<file path="src/rtl/hazard_stall_ctrl.sv">
// Pipeline hazard/stall controller: mem stall, branch flush, RAW stall.
// Optional statistics counters are built when STALL_STATS_EN is defined.
module hazard_stall_ctrl #(
  parameter int MAX_STALL = 8,
  parameter int CNT_W     = 16
) (
  input  logic             clk,
  input  logic             rst_n,
  input  logic             hazard_Detected,
  input  logic             branch_taken,
  input  logic             mem_ready,
  output logic             freeze_pc,
  output logic             freeze_if_id,
  output logic             flush_if_id,
  output logic             bubble_id_ex,
  output logic             freeze_pipe,
  output logic             stall_timeout,
  output logic [1:0]       state_o,
  output logic [CNT_W-1:0] hazard_cnt,
  output logic [CNT_W-1:0] memwait_cnt,
  output logic [CNT_W-1:0] flush_cnt
);

  localparam int HW = $clog2(MAX_STALL + 1);

  typedef enum logic [1:0] {
    RUN         = 2'b00,
    MEM_WAIT    = 2'b01,
    MEM_WAIT_BR = 2'b10,
    ILLEGAL     = 2'b11
  } state_t;

  state_t          state;
  state_t          next_state;
  logic            ill;
  logic            br_pend;
  logic            is_mem;
  logic            is_flush;
  logic            is_hz;
  logic [HW-1:0]   hz_run;

  assign ill      = (state == ILLEGAL);
  assign br_pend  = (state == MEM_WAIT_BR);
  assign is_mem   = !ill && !mem_ready;
  assign is_flush = !ill && mem_ready
                 && (branch_taken || br_pend);
  assign is_hz    = !ill && mem_ready && !branch_taken
                 && !br_pend && hazard_Detected;

  assign freeze_pc    = is_mem | is_hz;
  assign freeze_if_id = is_mem | is_hz;
  assign flush_if_id  = is_flush;
  assign bubble_id_ex = is_flush | is_hz;
  assign freeze_pipe  = is_mem;
  assign state_o      = state;

  // A branch seen during a mem stall is parked in MEM_WAIT_BR.
  always_comb begin
    next_state = RUN;
    if (is_mem) begin
      if (branch_taken || br_pend) begin
        next_state = MEM_WAIT_BR;
      end else begin
        next_state = MEM_WAIT;
      end
    end
  end

  always_ff @(posedge clk or negedge rst_n) begin
    if (!rst_n) begin
      state <= RUN;
    end else begin
      state <= next_state;
    end
  end

  // Mem stalls hold the run length so a RAW deadlock is still caught.
  always_ff @(posedge clk or negedge rst_n) begin
    if (!rst_n) begin
      hz_run        <= '0;
      stall_timeout <= 1'b0;
    end else if (is_hz) begin
      if (hz_run != HW'(MAX_STALL)) begin
        hz_run <= hz_run + HW'(1);
      end
      if (hz_run >= HW'(MAX_STALL - 1)) begin
        stall_timeout <= 1'b1;
      end
    end else if (!is_mem) begin
      hz_run <= '0;
    end
  end

`ifdef STALL_STATS_EN
  always_ff @(posedge clk or negedge rst_n) begin
    if (!rst_n) begin
      hazard_cnt  <= '0;
      memwait_cnt <= '0;
      flush_cnt   <= '0;
    end else begin
      if (is_hz && hazard_cnt != '1) begin
        hazard_cnt <= hazard_cnt + CNT_W'(1);
      end
      if (is_mem && memwait_cnt != '1) begin
        memwait_cnt <= memwait_cnt + CNT_W'(1);
      end
      if (is_flush && flush_cnt != '1) begin
        flush_cnt <= flush_cnt + CNT_W'(1);
      end
    end
  end
`else
  assign hazard_cnt  = '0;
  assign memwait_cnt = '0;
  assign flush_cnt   = '0;
`endif

endmodule
</file>
<file path="config.mk">
export PLATFORM = sky130hd
export DESIGN_NAME = hazard_stall_ctrl
export DESIGN_NICKNAME = d
export VERILOG_FILES = /design/src/rtl/hazard_stall_ctrl.sv
export SDC_FILE = /design/constraint.sdc
export NUM_CORES = 1
export LEC_CHECK = 0
export BUFFER_PORTS_ARGS = -buffer_cell sky130_fd_sc_hd__buf_2
export CORE_MARGIN = 2
export CORE_UTILIZATION = 36
export CTS_BUF_LIST = sky130_fd_sc_hd__clkbuf_2
export DETAILED_ROUTE_END_ITERATION = 10
export GPL_TIMING_DRIVEN = 0
export PLACE_DENSITY_LB_ADDON = 0.3
export SLEW_MARGIN = 20
export SYNTH_ARGS = -nofsm -noshare
export SYNTH_HDL_FRONTEND = slang
export SYNTH_SLANG_ARGS = --single-unit
export TNS_END_PERCENT = 5
</file>
<file path="constraint.sdc">
create_clock -name clk -period 1.17 [get_ports clk]
set_input_delay 0.234 -clock clk [delete_from_list [all_inputs] [get_ports clk]]
set_output_delay 0.234 -clock clk [all_outputs]
set_load 0.02 [all_outputs]
</file>
==> results.py, run 1 <==
metrics = {
    "timing": {
        "fin_ws_ns": -0.3640,
        "rsz0062_at_grt": "yes",
        "drv_slew": 0,
        "hold_viol_final": 0,
        "fin_tns_setup_ns": -1.541,
        "skew_ns": 0.008919,
        "setup_viol": 6,
        "fmax_mhz": 651.9,
        "min_period_ns": 1.534,
        "fin_hold_ws_ns": 0.2337,
        "fin_crit_sh_pct": 131.1,
    },
    "pwr": {
        "power_density_nw_per_um2": 739.9,
        "total_power_uw": 877.6,
        "ir_drop_mv": 0.4063,
        "leakage_nw": 0.6960,
    },
    "synth": {
        "async_flop_share_pct": 100.0,
        "syn_inst": 89,
        "ys_seq_area_share_pct": 22.73,
        "yosys.area.top_type_share_pct": 47.73,
        "yosysUniqueCellTypes": 23,
        "yosysMostFrequentCell": "buf_4",
        "mappedNetlistArea_sq_um": 770.7,
        "yosysTopAreaCell": "buf_4",
        "yosys_warnings": 0,
        "synth_seq_cells": 7,
        "synth_commonest_cells": "49 x buf_4, 7 x dfrtp_1, 6 x inv_1",
        "syn_area_per_cell_sq_um": 8.660,
        "synth_area_leaders": "buf_4 48%, dfrtp_1 23%, ha_1 3.2%",
        "synth-edff-count": 0,
        "synth_flop_cell": "dfrtp_1",
    },
    "cells_and_area": {
        "area_growth_pct": 53.90,
        "filler_cell_count": 179,
        "drive_above_1_share_pct": 51.92,
        "multi_input_area_sq_um": 439.2,
        "n_antenna_cell": 0,
        "nets": 164,
        "final_util_pct": 59.85,
        "register_area_sq_um": 177.7,
    },
    "clock_network": {
        "htree_levels": 1,
        "clock_path_buffers": 2,
        "clock_latency_ns": 0.23,
        "cts_tree": "done",
        "cts-root-buf": "clkbuf_2",
        "numCtsBuffers": 3,
        "clkTransAtPathRegs_ns": 0.07,
        "clock_sinks": 7,
    },
    "floorplanning": {
        "start_util_pct": 38.89,
        "fp.coreArea_sq_um": 1982,
        "die_height_microns": 50.27,
        "num_rows": 16,
        "io_pins": 61,
        "die_x_microns": 50.27,
        "dieArea_sq_um": 2527,
    },
    "run_status": {
        "violations": "negative setup slack",
        "status": "finished, violations left",
    },
    "worst_setup_path": {
        "cp.required_ns": 0.94,
        "startpoint_type": "flop",
        "cp_max_fo": 5,
        "critPathArrivalTime_ns": 1.30,
        "critPathCaptureType": "primary output",
        "critPathKind": "reg -> out",
        "worst-r2r-cell-count": 4,
    },
    "global_routing": {
        "grt_pass1_wl_mm": 2.201,
        "antenna_found_initial": 0,
        "grt_usage_pct": 11.73,
        "overflow": 0,
        "grt_pass1_vias": 502,
        "grt_max_degree": 8,
    },
    "drt": {
        "route.detailed.drc": 0,
        "ant_nets": 0,
        "wl_per_cell_microns": 8.311,
        "first_pass_iters": 3,
        "drt_iter0_drc": 2,
        "drt-total-wl_mm": 1.521,
        "vias_per_cell": 3.464,
        "dr_total_vias": 634,
    },
    "worst_hold_path": {
        "worst_hold_path.num_cells": 2,
        "hold_class": "in -> reg",
    },
    "run": {
        "drv_cap": 0,
    },
    "place": {
        "place.gp.congestion": 0.7740,
        "port_buffers": 12,
    },
}
[through the flow]
step           setup slack [ns]  std cells  cell area [sq um]
3_3_place_gp            -0.2543        175               1061
2_1_floorplan           -0.1887        136              967.2
6_report                -0.3640        183               1186
5_1_grt                 -0.4215        183               1186
3_5_place_dp            -0.2960        175               1061
4_1_cts                 -0.3731        183               1165
[worst paths after layout]
kind	startpoint	endpoint	slack [ns]
max reg2reg	state_o[1]	hz_run[3]	-0.11
min in group asynchronous	rst_n	hz_run[2]	0.36
min reg2reg	stall_timeout	stall_timeout	0.48
max in group asynchronous	rst_n	state_o[0]	0.63
max	state_o[1]	freeze_pc	-0.36
min	branch_taken	state_o[0]	0.23
[sequential cells by signal, summed over array words and instances (netlist names)]
register,cells
state_o,2
stall_timeout,1
hz_run,4
[cells in the final DEF, fill, tap and decap left out, types with 4 or more instances in the layout]
cell,Yosys,layout
dfrtp_1,7,5
clkbuf_2,0,4
buf_2,0,8
buf_4,49,50
inv_1,6,5
conb_1,1,48
buf_6,0,6
[cell families after synthesis]
group / Yosys count / share of synthesized area, %
buffers and inverters: 55 / 50.65
adder cells (fa/ha/maj): 2 / 3.246
flip-flops: 7 / 22.73
AND/OR/NAND/NOR: 12 / 10.55
other: 1 / 0.4865
multiplexers: 2 / 2.598
AO/OA/AOI/OAI: 10 / 9.741
[worst max-delay path, stage by stage (launching register included)]
cell and delay [ns]:
dfrtp_2 0.42, nand4bb_4 0.15, or2b_4 0.27, buf_6 0.11, buf_6 0.12
[final cells by class]
class,instances,area share [%]
timing repair buffer,16,10.23
multi-input combinational,74,37.03
inverter,6,1.899
sequential,7,14.98
tap,27,2.848
buffer,49,31.33
clock buffer,4,1.688
[per-layer routing]
metal / GRT usage [%] / routed length, microns / vias to the layer above
met3: 4.167 / 202 / 4
li1: - / - / 327
met5: 0 / 0 / -
met1: 11.58 / 478 / 258
met4: 6.944 / 46 / 0
met2: 20.83 / 792 / 45
[where the power goes]
| group | leakage [nW] | internal [mW] | switching, mW |
|---|---|---|---|
| Combinational | 0.588 | 0.191 | 0.241 |
| Sequential | 0.0914 | 0.254 | 0.0125 |
| Clock | 0.0166 | 0.0909 | 0.0880 |
[what timing repair did]
item | CTS | global route
endpoints found under the setup margin | 9 | 9
resized for setup | 12 | 7
hold endpoints to repair | 7 | 0
hold buffers | 1 | 0
pin swaps | 3 | 2
gates cloned | 0 | 0
setup buffers | 3 | 0
Note: power is estimated with default switching activity, not from simulation.
==> run 2, diff against run 1 <==
--- a/config.mk
+++ b/config.mk
@@ -11,7 +11,7 @@
 export CTS_BUF_LIST = sky130_fd_sc_hd__clkbuf_2
 export DETAILED_ROUTE_END_ITERATION = 10
 export GPL_TIMING_DRIVEN = 0
-export PLACE_DENSITY_LB_ADDON = 0.3
+export PLACE_DENSITY_LB_ADDON = 0.12
 export SLEW_MARGIN = 20
 export SYNTH_ARGS = -nofsm -noshare
 export SYNTH_HDL_FRONTEND = slang
==> run 2 against run 1 <==
  * Routed wire length fell by 7.0%
  * Worst setup slack worse by 0.0060 ns
  * Clock-buffer cell count did not move
  * Worst hold slack improved by 0.0020 ns
  * Critical path depth unchanged
  * Clock power is essentially flat
  * First-iteration DRC count grew to 2.5 times the previous value
  * The run still ends with negative setup slack left
  * Via count decreased by 3.3%
  * Global-route usage increased by 0.19 points
  * Register-to-register slack barely moved
==> results.py, run 2 (synthesis results as in run 1) <==
metrics = {
    "worst_setup_path": {
        "critPathKind": "reg -> out",
        "startpoint_type": "flop",
        "cp.required_ns": 0.94,
        "critPathCaptureType": "primary output",
        "critPathArrivalTime_ns": 1.31,
        "cp_max_fo": 4,
    },
    "run_status": {
        "status": "finished, violations left",
        "violations": "negative setup slack",
    },
    "clock_network": {
        "clkTransAtPathRegs_ns": 0.07,
        "clock_path_buffers": 2,
        "clock_sinks": 7,
        "clock_latency_ns": 0.23,
        "cts_tree": "done",
        "htree_levels": 1,
        "cts-root-buf": "clkbuf_2",
        "numCtsBuffers": 3,
    },
    "worst_hold_path": {
        "hold_class": "in -> reg",
    },
    "floorplanning": {
        "io_pins": 61,
        "dieArea_sq_um": 2527,
        "die_height_microns": 50.27,
        "start_util_pct": 38.89,
        "num_rows": 16,
        "fp.coreArea_sq_um": 1982,
        "die_x_microns": 50.27,
    },
    "cells_and_area": {
        "drive_above_1_share_pct": 48.72,
        "mostFrequentLayoutCells": "50 x buf_4, 48 x conb_1, 8 x buf_2, 6 x inv_1, 6 x buf_6",
        "final_common_cell": "buf_4",
        "area_growth_pct": 51.79,
        "largest_reg_flops": 4,
        "final_area_sq_um": 1170,
        "n_antenna_cell": 0,
        "register_area_sq_um": 177.7,
        "regMostFlops": "hz_run",
        "nets": 164,
        "multi_input_area_sq_um": 422.9,
        "filler_cell_count": 172,
    },
    "timing": {
        "drv_slew": 0,
        "rsz0062_at_grt": "yes",
        "fin_crit_sh_pct": 131.6,
        "skew_ns": 0.001565,
        "min_period_ns": 1.540,
        "setup_viol": 10,
        "fin_ws_ns": -0.3700,
        "fin_tns_setup_ns": -1.854,
        "fmax_mhz": 649.3,
        "hold_viol_final": 0,
    },
    "pwr": {
        "switching_share_pct": 39.05,
        "p_switching_uw": 342.7,
        "power_density_nw_per_um2": 750.3,
        "seqPwrFrac_pct": 30.3,
        "clockPowerShare_pct": 20.6,
        "intPower_uw": 535.0,
        "total_power_uw": 877.8,
        "leakage_nw": 0.6936,
        "ir_drop_mv": 0.3925,
        "pwr-share-comb_pct": 49.0,
    },
    "drt": {
        "wl_per_cell_microns": 7.727,
        "ant_nets": 0,
        "vias_per_cell": 3.350,
        "route.detailed.drc": 0,
        "first_pass_iters": 4,
        "drt_iter0_drc": 5,
        "drt-total-wl_mm": 1.414,
        "dr_total_vias": 613,
    },
    "place": {
        "place_hpwl_mm": 1.049,
        "port_buffers": 12,
        "dpl_cell_area_sq_um": 1061,
        "place.gp.congestion": 0.6546,
    },
    "global_routing": {
        "grt_max_degree": 8,
        "overflow": 0,
        "grt_pass1_vias": 531,
        "grt_usage_pct": 11.92,
        "grt_pass1_wl_mm": 2.242,
        "antenna_found_initial": 0,
    },
    "run": {
        "drv_cap": 0,
    },
}
==> run 2: cell types whose count changed in the layout (fill, tap and decap cells not counted) <==
cell / before / now
ha_1: 1 / 2
ha_2: 1 / 0
inv_1: 5 / 6
inv_2: 1 / 0
nand2_1: 2 / 3
nand2_2: 1 / 0
o21ai_0: 1 / 0
o21ai_1: 0 / 2
o21ai_2: 1 / 0
o311ai_1: 0 / 1
o311ai_2: 1 / 0
==> run 2: metal layers <==
metal | vias up | part of all wire (%) | global-route usage (%)
li1 | 331 | - | -
met1 | 241 | 37 | 12.13
met2 | 39 | 50 | 21.49
met3 | 2 | 12 | 4.167
met4 | 0 | 0.57 | 5.556
met5 | - | 0 | 0
==> run 2: metrics by stage <==
step	instances	worst slack (ns)	hold slack, ns	utilization, %
after floorplan	136	-0.1887	-0.06159	-
after detailed placement	175	-0.2745	0.08368	53.54
after global placement	175	-0.2807	0.08049	53.54
after global routing	183	-0.4402	0.2238	59.03
final	183	-0.3700	0.2357	59.03
after CTS	183	-0.3738	0.2189	58.96
==> run 2: critical path, cell delays in order, from the launching register on <==
cell,delay (ns)
dfrtp_2,0.42
nand4bb_4,0.15
or2b_4,0.27
buf_6,0.11
buf_6,0.12
==> run 2: worst paths after layout <==
| kind | startpoint | to | slack, ns | depth (start not counted) |
|---|---|---|---|---|
| setup / recovery | state_o[1] | freeze_pc | -0.37 | 4 |
| hold / removal | branch_taken | state_o[0] | 0.24 | 2 |
| setup reg to reg | state_o[1] | hz_run[1] | -0.12 | 4 |
| hold reg to reg | stall_timeout | stall_timeout | 0.47 | 1 |
| max in group asynchronous | rst_n | state_o[1] | 0.63 | 2 |
| min in group asynchronous | rst_n | hz_run[3] | 0.36 | 2 |
==> run 2: what timing repair did <==
action                                  CTS  global route
gates resized for setup                  14             1
endpoints found under the setup margin    9            11
pin swaps                                 5             0
endpoints found under the hold margin     7             0
setup buffers                             3             0
hold buffers                              1             0
==> run 2: area by class of cell <==
type,instances,share of cell area (%)
Buffer,49,31.76
Inverter,6,1.925
Timing Repair Buffer,16,10.37
Tap cell,27,2.888
Multi-Input combinational cell,74,36.15
Sequential cell,7,15.19
Clock buffer,4,1.711
==> run 2: power by group through the flow <==
| stage | Clock, mW | Sequential [mW] | Combinational, mW |
|---|---|---|---|
| after floorplan | 0 | 0.280 | 0.327 |
| after global placement | 0 | 0.272 | 0.378 |
| after detailed placement | 0 | 0.272 | 0.381 |
| after CTS | 0.190 | 0.265 | 0.421 |
| after global routing | 0.213 | 0.268 | 0.459 |
| final | 0.181 | 0.266 | 0.431 |
